### config.mk
export PLATFORM = sky130hd
export DESIGN_NAME = isa_cycle_sequencer
export DESIGN_NICKNAME = d
export VERILOG_FILES = /design/src/rtl/isa_seq_pkg.sv /design/src/rtl/isa_sync2.sv /design/src/rtl/isa_cycle_sequencer.sv
export SDC_FILE = /design/constraint.sdc
export NUM_CORES = 1
export LEC_CHECK = 0
export CAP_MARGIN = 15
export CORE_ASPECT_RATIO = 1.4
export CORE_MARGIN = 1.5
export CORE_UTILIZATION = 49
export CTS_CLUSTER_DIAMETER = 200
export DETAILED_ROUTE_END_ITERATION = 6
export PLACE_DENSITY = 0.95
export SYNTH_ARGS = -nofsm -noshare
export SYNTH_HDL_FRONTEND = slang
export SYNTH_SLANG_ARGS = --single-unit
export TNS_END_PERCENT = 20
### constraint.sdc
create_clock -name clk -period 5.21 [get_ports clk]
set_input_delay 1.042 -clock clk [delete_from_list [all_inputs] [get_ports clk]]
set_output_delay 1.042 -clock clk [all_outputs]
set_load 0.01 [all_outputs]
### src/rtl/isa_seq_pkg.sv
// Shared types and default timing for the ISA bus cycle sequencer.
// The timeout feature itself is selected in the top by ISA_TIMEOUT_EN.
package isa_seq_pkg;

    typedef enum logic [2:0] {
        IDLE,
        SETUP,
        STROBE,
        HOLD,
        DONE
    } state_t;

    typedef enum logic [1:0] {
        SEL_IOR,
        SEL_IOW,
        SEL_MEMR,
        SEL_MEMW
    } strobe_sel_t;

    localparam int DEF_SETUP_CYCLES   = 2;
    localparam int DEF_STROBE_CYCLES  = 8;
    localparam int DEF_HOLD_CYCLES    = 2;
    localparam int DEF_TIMEOUT_CYCLES = 1024;
    localparam int DEF_CNT_W          = 11;

    function automatic strobe_sel_t strobe_sel(input logic rd, input logic mem);
        strobe_sel_t sel;
        case ({mem, rd})
            2'b00:   sel = SEL_IOW;
            2'b01:   sel = SEL_IOR;
            2'b10:   sel = SEL_MEMW;
            default: sel = SEL_MEMR;
        endcase
        return sel;
    endfunction

endpackage

### src/rtl/isa_sync2.sv
// Two-flop synchroniser for the asynchronous IOCHRDY input.
// Resets to 1 so a bus with nothing attached reads as ready.
module isa_sync2 (
    input  logic clk,
    input  logic reset_n,
    input  logic d,
    output logic q
);

    logic meta;

    always_ff @(posedge clk or negedge reset_n) begin
        if (!reset_n) begin
            meta <= 1'b1;
            q    <= 1'b1;
        end else begin
            meta <= d;
            q    <= meta;
        end
    end

endmodule

### src/rtl/isa_cycle_sequencer.sv
// Runs one ISA I/O or memory cycle per start pulse with programmable setup/strobe/hold timing.
// Define ISA_TIMEOUT_EN to abort IOCHRDY waits after TIMEOUT_CYCLES and flag error.
//
// state  | meaning
// IDLE   | waiting for start, bus idle
// SETUP  | address (and write data) driven, BALE high except last cycle
// STROBE | one command strobe low, extended while synced IOCHRDY is low
// HOLD   | strobes released, address/write data held
// DONE   | one-cycle done pulse, SD released
module isa_cycle_sequencer
    import isa_seq_pkg::*;
#(
    parameter int SETUP_CYCLES   = DEF_SETUP_CYCLES,
    parameter int STROBE_CYCLES  = DEF_STROBE_CYCLES,
    parameter int HOLD_CYCLES    = DEF_HOLD_CYCLES,
    parameter int TIMEOUT_CYCLES = DEF_TIMEOUT_CYCLES,
    parameter int CNT_W          = DEF_CNT_W
) (
    input  logic        clk,
    input  logic        reset_n,
    input  logic        start,
    input  logic        cmd_read,
    input  logic        cmd_mem,
    input  logic [15:0] cmd_addr,
    input  logic [15:0] cmd_wdata,
    output logic        busy,
    output logic        done,
    output logic        error,
    output logic [15:0] rdata,
    output logic [15:0] isa_sa,
    output logic [15:0] isa_sd_out,
    output logic        isa_sd_oe,
    input  logic [15:0] isa_sd_in,
    output logic        isa_bale,
    output logic        isa_ior_n,
    output logic        isa_iow_n,
    output logic        isa_memr_n,
    output logic        isa_memw_n,
    input  logic        isa_iochrdy
);

    state_t           state_q, state_d;
    logic [CNT_W-1:0] cnt_q, cnt_d;
    logic             rd_q, mem_q;
    logic             rdy_s;
    logic             accept;
    logic             rd_next;
    logic             strobe_on;
    logic             drive_phase;
    logic             timeout;
    strobe_sel_t      sel;

    isa_sync2 u_sync_rdy (
        .clk     (clk),
        .reset_n (reset_n),
        .d       (isa_iochrdy),
        .q       (rdy_s)
    );

    assign accept      = (state_q == IDLE) && start;
    assign rd_next     = accept ? cmd_read : rd_q;
    assign sel         = strobe_sel(rd_q, mem_q);
    assign strobe_on   = (state_d == STROBE);
    assign drive_phase = (state_d == SETUP) || (state_d == STROBE) || (state_d == HOLD);

    always_comb begin
        state_d = state_q;
        cnt_d   = cnt_q;
        if (cnt_q != '0) begin
            cnt_d = cnt_q - CNT_W'(1);
        end
        case (state_q)
            IDLE: begin
                if (start) begin
                    state_d = SETUP;
                    cnt_d   = CNT_W'(SETUP_CYCLES - 1);
                end
            end
            SETUP: begin
                if (cnt_q == '0) begin
                    state_d = STROBE;
                    cnt_d   = CNT_W'(STROBE_CYCLES - 1);
                end
            end
            STROBE: begin
                // minimum width elapsed; release on ready or on wait abort
                if ((cnt_q == '0) && (rdy_s || timeout)) begin
                    state_d = HOLD;
                    cnt_d   = CNT_W'(HOLD_CYCLES - 1);
                end
            end
            HOLD: begin
                if (cnt_q == '0) begin
                    state_d = DONE;
                end
            end
            DONE: begin
                state_d = IDLE;
            end
            default: begin
                state_d = IDLE;
                cnt_d   = '0;
            end
        endcase
    end

    always_ff @(posedge clk or negedge reset_n) begin
        if (!reset_n) begin
            state_q    <= IDLE;
            cnt_q      <= '0;
            rd_q       <= 1'b0;
            mem_q      <= 1'b0;
            busy       <= 1'b0;
            done       <= 1'b0;
            rdata      <= '0;
            isa_sa     <= '0;
            isa_sd_out <= '0;
            isa_sd_oe  <= 1'b0;
            isa_bale   <= 1'b0;
            isa_ior_n  <= 1'b1;
            isa_iow_n  <= 1'b1;
            isa_memr_n <= 1'b1;
            isa_memw_n <= 1'b1;
        end else begin
            state_q <= state_d;
            cnt_q   <= cnt_d;
            if (accept) begin
                rd_q   <= cmd_read;
                mem_q  <= cmd_mem;
                isa_sa <= cmd_addr;
                if (!cmd_read) begin
                    isa_sd_out <= cmd_wdata;
                end
            end
            busy       <= (state_d != IDLE);
            done       <= (state_d == DONE);
            isa_bale   <= (state_d == SETUP) && (cnt_d != '0);
            isa_sd_oe  <= drive_phase && !rd_next;
            isa_ior_n  <= !(strobe_on && (sel == SEL_IOR));
            isa_iow_n  <= !(strobe_on && (sel == SEL_IOW));
            isa_memr_n <= !(strobe_on && (sel == SEL_MEMR));
            isa_memw_n <= !(strobe_on && (sel == SEL_MEMW));
            if ((state_q == STROBE) && (state_d == HOLD) && rd_q && !timeout) begin
                rdata <= isa_sd_in;
            end
        end
    end

`ifdef ISA_TIMEOUT_EN
    logic [CNT_W-1:0] wait_q;
    logic             error_q;

    assign timeout = (state_q == STROBE) && (cnt_q == '0) && !rdy_s && (wait_q == '0);
    assign error   = error_q;

    always_ff @(posedge clk or negedge reset_n) begin
        if (!reset_n) begin
            wait_q  <= '0;
            error_q <= 1'b0;
        end else begin
            if ((state_d == STROBE) && (state_q != STROBE)) begin
                wait_q <= CNT_W'(TIMEOUT_CYCLES);
            end else if ((state_q == STROBE) && (cnt_q == '0) && !rdy_s && (wait_q != '0)) begin
                wait_q <= wait_q - CNT_W'(1);
            end
            if (accept) begin
                error_q <= 1'b0;
            end else if (timeout) begin
                error_q <= 1'b1;
            end
        end
    end
`else
    logic unused_timeout;

    assign timeout        = 1'b0;
    assign error          = 1'b0;
    assign unused_timeout = (TIMEOUT_CYCLES != 0);
`endif

endmodule

Yosys cells after proc, flatten, opt, wreduce, memory -nomap -nowiden
Index checks and enable logic that the tools add are counted.
W data, S select, Z words.
- flip-flop bits (word level): 74
- input port bits: 54
- output and inout port bits: 57
- logic and storage cells: 70
- add/subtract/negate cells: 1
- equal/unequal tests: 13
- muxes and demuxes: 12
- bitwise gates (word level): 1
- reductions and logical operators: 26
- operators with widths (operator ; count):
    $mux W11 ; 4
    $pmux W11 S4 ; 1
    $reduce_bool A11 Y1 ; 2
    $eq A3 B2 Y1 const B ; 4
    $mux W3 ; 4
    $pmux W3 S4 ; 1
    $logic_not A11 Y1 ; 1
    $sub A11 B1 Y11 const B ; 1
    $logic_and A1 B1 Y1 ; 10
    $eq A2 B2 Y1 const B ; 3
    $eq A3 B1 Y1 const B ; 2
    $eq A3 B3 Y1 const B ; 2
    $pmux W2 S3 ; 1
    $logic_not A1 Y1 ; 5
    $eq A2 B1 Y1 const B ; 2
    $logic_not A2 Y1 ; 2
    $logic_not A3 Y1 ; 1
    $reduce_bool A3 Y1 ; 1
    $logic_or A1 B1 Y1 ; 2
    $reduce_and A2 Y1 ; 1
    $reduce_or A2 Y1 ; 1
    $mux W1 ; 1
    $not A1 Y1 ; 1

Longest topological paths before layout
- word-level depth: 8
- depth in mapped cells: 13
- depth with buffers taken out: 11

Cells and area by module
From an unflattened synthesis, not the netlist that was laid out.
- cell total of the unflattened synthesis: 246
- area, all modules: 3223.1 um^2
- by module, submodules not included (module ; times used ; cells an instance ; area each (um^2) ; seq. area each (um^2)):
    isa_cycle_sequencer ; 1 ; 244 ; 3170.5 ; 1806.7
    isa_sync2 ; 1 ; 2 ; 52.6 ; 52.6

Least setup slack after synthesis
Ideal clock, no wire load.
- path type: register to register
- from: reg cnt_q[0]
- to: reg isa_bale
- library setup time: 0.136 ns
- arrival: 2.419 ns
- required time: 5.074 ns
- slack: 2.656 ns
- cell stages (with the launch flop): 13
- path buffers: 2
- clock period less this slack: 2.554 ns
- path through: dfrtp_1 -> inv_1 -> ha_1 -> nor2b_1 -> and4_1 -> buf_6 -> inv_2 -> clkbuf_1 -> ha_1 -> o31ai_1 -> o211ai_1 -> nor4_1 -> a31oi_1
- longest elaborated chain between the ends: 6
- elaborated cells between the ends (all ways): 16
- classes of those cells: add/sub (1); eq/ne (1); mux (9); reduce/logical (5)
- ends and longest elaborated chain (what ; RTL line ; RTL):
    start, declared ; isa_cycle_sequencer.sv:43 ; logic [CNT_W-1:0] cnt_q, cnt_d;
    start signal, assigned ; isa_cycle_sequencer.sv:126 ; cnt_q <= cnt_d;
    $sub A11 B1 Y11, or another cell as far along ; isa_cycle_sequencer.sv:70 ; cnt_d = cnt_q - CNT_W'(1);
    $mux W11 or $logic_and A1 B1 Y1 (tied branches) ; isa_cycle_sequencer.sv:69, isa_cycle_sequencer.sv:87 ;
    $mux W11 (on tied branches) ; isa_cycle_sequencer.sv:87, isa_cycle_sequencer.sv:74, isa_cycle_sequencer.sv:80 ;
    $pmux W11 S4 * ; isa_cycle_sequencer.sv:72 ; case (state_q)
    named net cnt_d[0] ; isa_cycle_sequencer.sv:43 ;
    $reduce_bool A11 Y1 * ; isa_cycle_sequencer.sv:137 ; isa_bale <= (state_d == SETUP) && (cnt_d != '0);
    $logic_and A1 B1 Y1 * ; isa_cycle_sequencer.sv:137 ;
    end signal, assigned ; isa_cycle_sequencer.sv:137 ;
    end, declared ; isa_cycle_sequencer.sv:34 ; output logic isa_bale,
The timed path passes the listed nets; every way through them passes the cells marked *.
A chain may end at the register's enable or synchronous reset.

Worst setup path in the final report
- from: in start
- to: reg rdata[2]
- longest elaborated chain between the ends: 5
- ends and longest elaborated chain (what ; RTL line ; RTL):
    start, declared ; isa_cycle_sequencer.sv:21 ; input logic start,
    $mux W3 ; isa_cycle_sequencer.sv:74 ; if (start) begin
    $pmux W3 S4 ; isa_cycle_sequencer.sv:72 ;
    named net state_d[0] ; isa_cycle_sequencer.sv:42 ; state_t state_q, state_d;
    $eq A3 B2 Y1 ; isa_cycle_sequencer.sv:143 ; if ((state_q == STROBE) && (state_d == HOLD) && rd_q && !timeout) begin
    $logic_and A1 B1 Y1 (2 in series) ; isa_cycle_sequencer.sv:143 ;
    end signal, assigned ; isa_cycle_sequencer.sv:144 ; rdata <= isa_sd_in;
    end, declared ; isa_cycle_sequencer.sv:29 ; output logic [15:0] rdata,
The timed path passes the listed nets, and every way through them passes these cells.

==> results.toml <==
[outcome]
status = "completed"

[sta]
rsz0062_at_grt = "false"
fmax_mhz = 289
whs_ns = 0.363
worst_pin_slew_ns = 0.972
drv_slew = 0
period_share_pct = 66.5
skew_ns = 0.0108
setup_viol = 0
slew_headroom_pct = 35.1
finalHoldViolations = 0
layout_min_cycle_time_ns = 3.46
layout_setup_ws_ns = 1.75
tns_ns = 0

[power_and_ir_drop]
p_leak_nw = 1.99
p_int_mw = 1.74
pwr-share-comb_pct = 44.8
power_frac_clock_pct = 16.9
ir_drop_uv = 341
power_density_nw_per_um2 = 583
p_switching_uw = 901
p_seq_share_pct = 38.4
switching_share_pct = 34.1

[synth]
async_flop_share_pct = 100
synth_warnings = 0
synth_top_area_share_pct = 53.1
yosysSeqAreaShare_pct = 58.0
synth_area_um2 = 3200
ys_top_cells_by_area = "dfrtp_1 (53%), nand2_1 (7.8%), mux2_2 (7.7%), dfstp_2 (4.9%), mux2_4 (4.7%)"
synth_ff_type = "dfrtp_1"
ys_ff_latch = 74
synth_edf_count = 0
syn_avg_cell_area_um2 = 11.5
syn_nets = 336
yosysUniqueCellTypes = 51
syn_inst = 279
synth_top_cell_by_area = "dfrtp_1"

[critical_path]
regToRegStartpoint = "cnt_q[0]$_DFF_PN0_"
path_cells = "clkdlybuf4s50_1 > nand2b_1 > or3_1 > nand3_2 > nor3b_4 > mux2_2"
cp.required_ns = 5.44
crit_family = "simple AND/OR/NAND/NOR gates"
worst-path-max-fanout = 22
slowest_delay_ns = 0.83
rr_worst_depth = 8
path_class = "primary input to flop"
setup.worst_path.end_class = "flop"
crit_arrival_ns = 3.69
crit_cells = 6
critPathSlowestCell = "nor3b_4"
r2r_slack_ns = 2.19
rr_endpoint = "rdata[2]$_DFFE_PN0P_"
crit_buf_inv = 1
startpoint_type = "primary input"

[worst_hold_path]
holdPathEnd = "u_sync_rdy.q$_DFF_PN1_"
min_path_cells = 0
min_from = "u_sync_rdy.meta$_DFF_PN1_"
holdCritPathClass = "flop to flop"

[clock_network]
postCtsSetupBuffers = 0
clkLatencyLatePin_ns = 0.34
cts_buffer_depth = 2
clock-root-buffer = "clkbuf_8"
cts_inserted_buffers = 9
cts.sinks = 74
cts_resized = 0
clk_pin_slew_ns = 0.08
cts_hold_buf = 0
htreeDepth = 3
cts_tree = "yes"

[global_route]
grt_pass1_vias = 2568
grt_max_degree = 50
grt_pass1_wl_um = 11800
overflow = 0
grt_usage_pct = 21.2
antenna_found_initial = 0

[die]
die_w_um = 71.3
ios = 111
dieHeight_um = 98.7
initial_core_util_pct = 51.2
die-area_um2 = 7040
core_area_um2 = 6250
row_count = 34

[job]
cap_violations = 0

[final_layout]
drive_gt1_share_pct = 17.5
nets = 446
syn2layout_area_growth_pct = 41.5
diodes = 0
final_common_cell = "clkdlybuf4s50_1"
finalNonFillerCells = 466
final_util_pct = 72.5
layout_common_cells = "clkdlybuf4s50_1 (108), dfrtp_1 (68), nand2_1 (67)"

[placement]
place.gp.congestion = 0.831
pre_cts_slack_ns = 1.37
dpl.hpwl_um = 5250
port_buffers = 109
dp.cells = 449

[route]
totalWireLength_um = 7200
drt_iter0_drc = 80
antenna_left = 0
drc = 0
wire_per_inst_um = 15.4
num_vias = 2437
dr.pass1.iters = 4
avgViaCountPerCell = 5.23
## per-layer routing
metal  vias to the layer above  wire length, um  global-route usage (%)
met3                        13              426                    6.03
met4                         0              140                    7.98
li1                       1156                -                       -
met1                      1180             2670                    24.1
met2                        88             3960                    37.4
met5                         -                0                       0
## power by group through the flow
| stage | clock, mW | combinational (mW) | sequential, mW |
|---|---|---|---|
| final | 0.445 | 1.18 | 1.01 |
| after global routing | 0.477 | 1.28 | 1.05 |
| after CTS | 0.456 | 1.19 | 1.02 |
| after detailed placement | 0 | 1.18 | 1.02 |
| after global placement | 0 | 1.13 | 1.01 |
| after floorplan | 0 | 0.552 | 1.07 |
## logic make-up (layout without fill, tap and decap cells)
family                   count (synthesis)  after routing  share of synthesized area [%]
other                                    1              1                          0.117
XOR/XNOR                                 4              4                           1.09
multiplexers                            33             33                           12.7
AND/OR/NAND/NOR                        116            116                           17.4
flip-flops                              74             74                           58.0
buffers and inverters                   19            134                           3.24
AO/OA/AOI/OAI                           29             29                           6.21
adder cells (fa/ha/maj)                  3              3                           1.17
## worst max path at each step
| stage | start | end | slack, ns |
|---|---|---|---|
| after global placement | start | rdata[3]$_DFFE_PN0P_ | 1.47 |
| final | start | rdata[2]$_DFFE_PN0P_ | 1.75 |
| after detailed placement | start | rdata[2]$_DFFE_PN0P_ | 1.37 |
| after floorplan | cnt_q[0]$_DFF_PN0_ | isa_bale$_DFF_PN0_ | 2.66 |
| after global routing | start | rdata[15]$_DFFE_PN0P_ | 1.66 |
| after CTS | start | rdata[2]$_DFFE_PN0P_ | 1.76 |
## layout make-up
type,instances,area [um^2]
clock buffers,11,141
inverters,6,22.5
well taps,72,90.1
multi-input cells,186,1250
flip-flops and latches,74,1860
repair buffers,112,1110
fillers,420,1720
clock inverters,5,61.3
## state kept, by name, indices dropped and copies added (netlist names), 3 cells and up
register,flops
isa_sa,16
isa_sd_out,16
rdata,16
cnt_q,11
state_q,3
## cells in the mapped netlist (2+ instances only)
| library cell | n |
|---|---|
| mux2_4 | 10 |
| a21oi_1 | 5 |
| dfrtp_1 | 68 |
| nor3_1 | 5 |
| nand2_1 | 67 |
| inv_1 | 5 |
| nor2_1 | 17 |
| a211oi_1 | 2 |
| nand3_1 | 2 |
| or3_1 | 3 |
| nand2b_1 | 4 |
| xnor2_1 | 2 |
| mux2_2 | 22 |
| o31ai_1 | 2 |
| or3_2 | 2 |
| xor2_1 | 2 |
| dfstp_2 | 6 |
| nor4_1 | 2 |
| nor2b_1 | 4 |
| a31oi_1 | 2 |
| buf_4 | 2 |
| o21ai_0 | 6 |
| clkbuf_1 | 8 |
| ha_1 | 3 |
| o21bai_1 | 2 |
## stage by stage
stage          cell area, um^2  power, mW
6_report                  4530       2.64
5_1_grt                   4530       2.81
4_1_cts                   4520       2.67
3_5_place_dp              4320       2.20
3_3_place_gp              4320       2.14
2_1_floorplan             3200       1.62
Power figures use the tool's default switching activity.
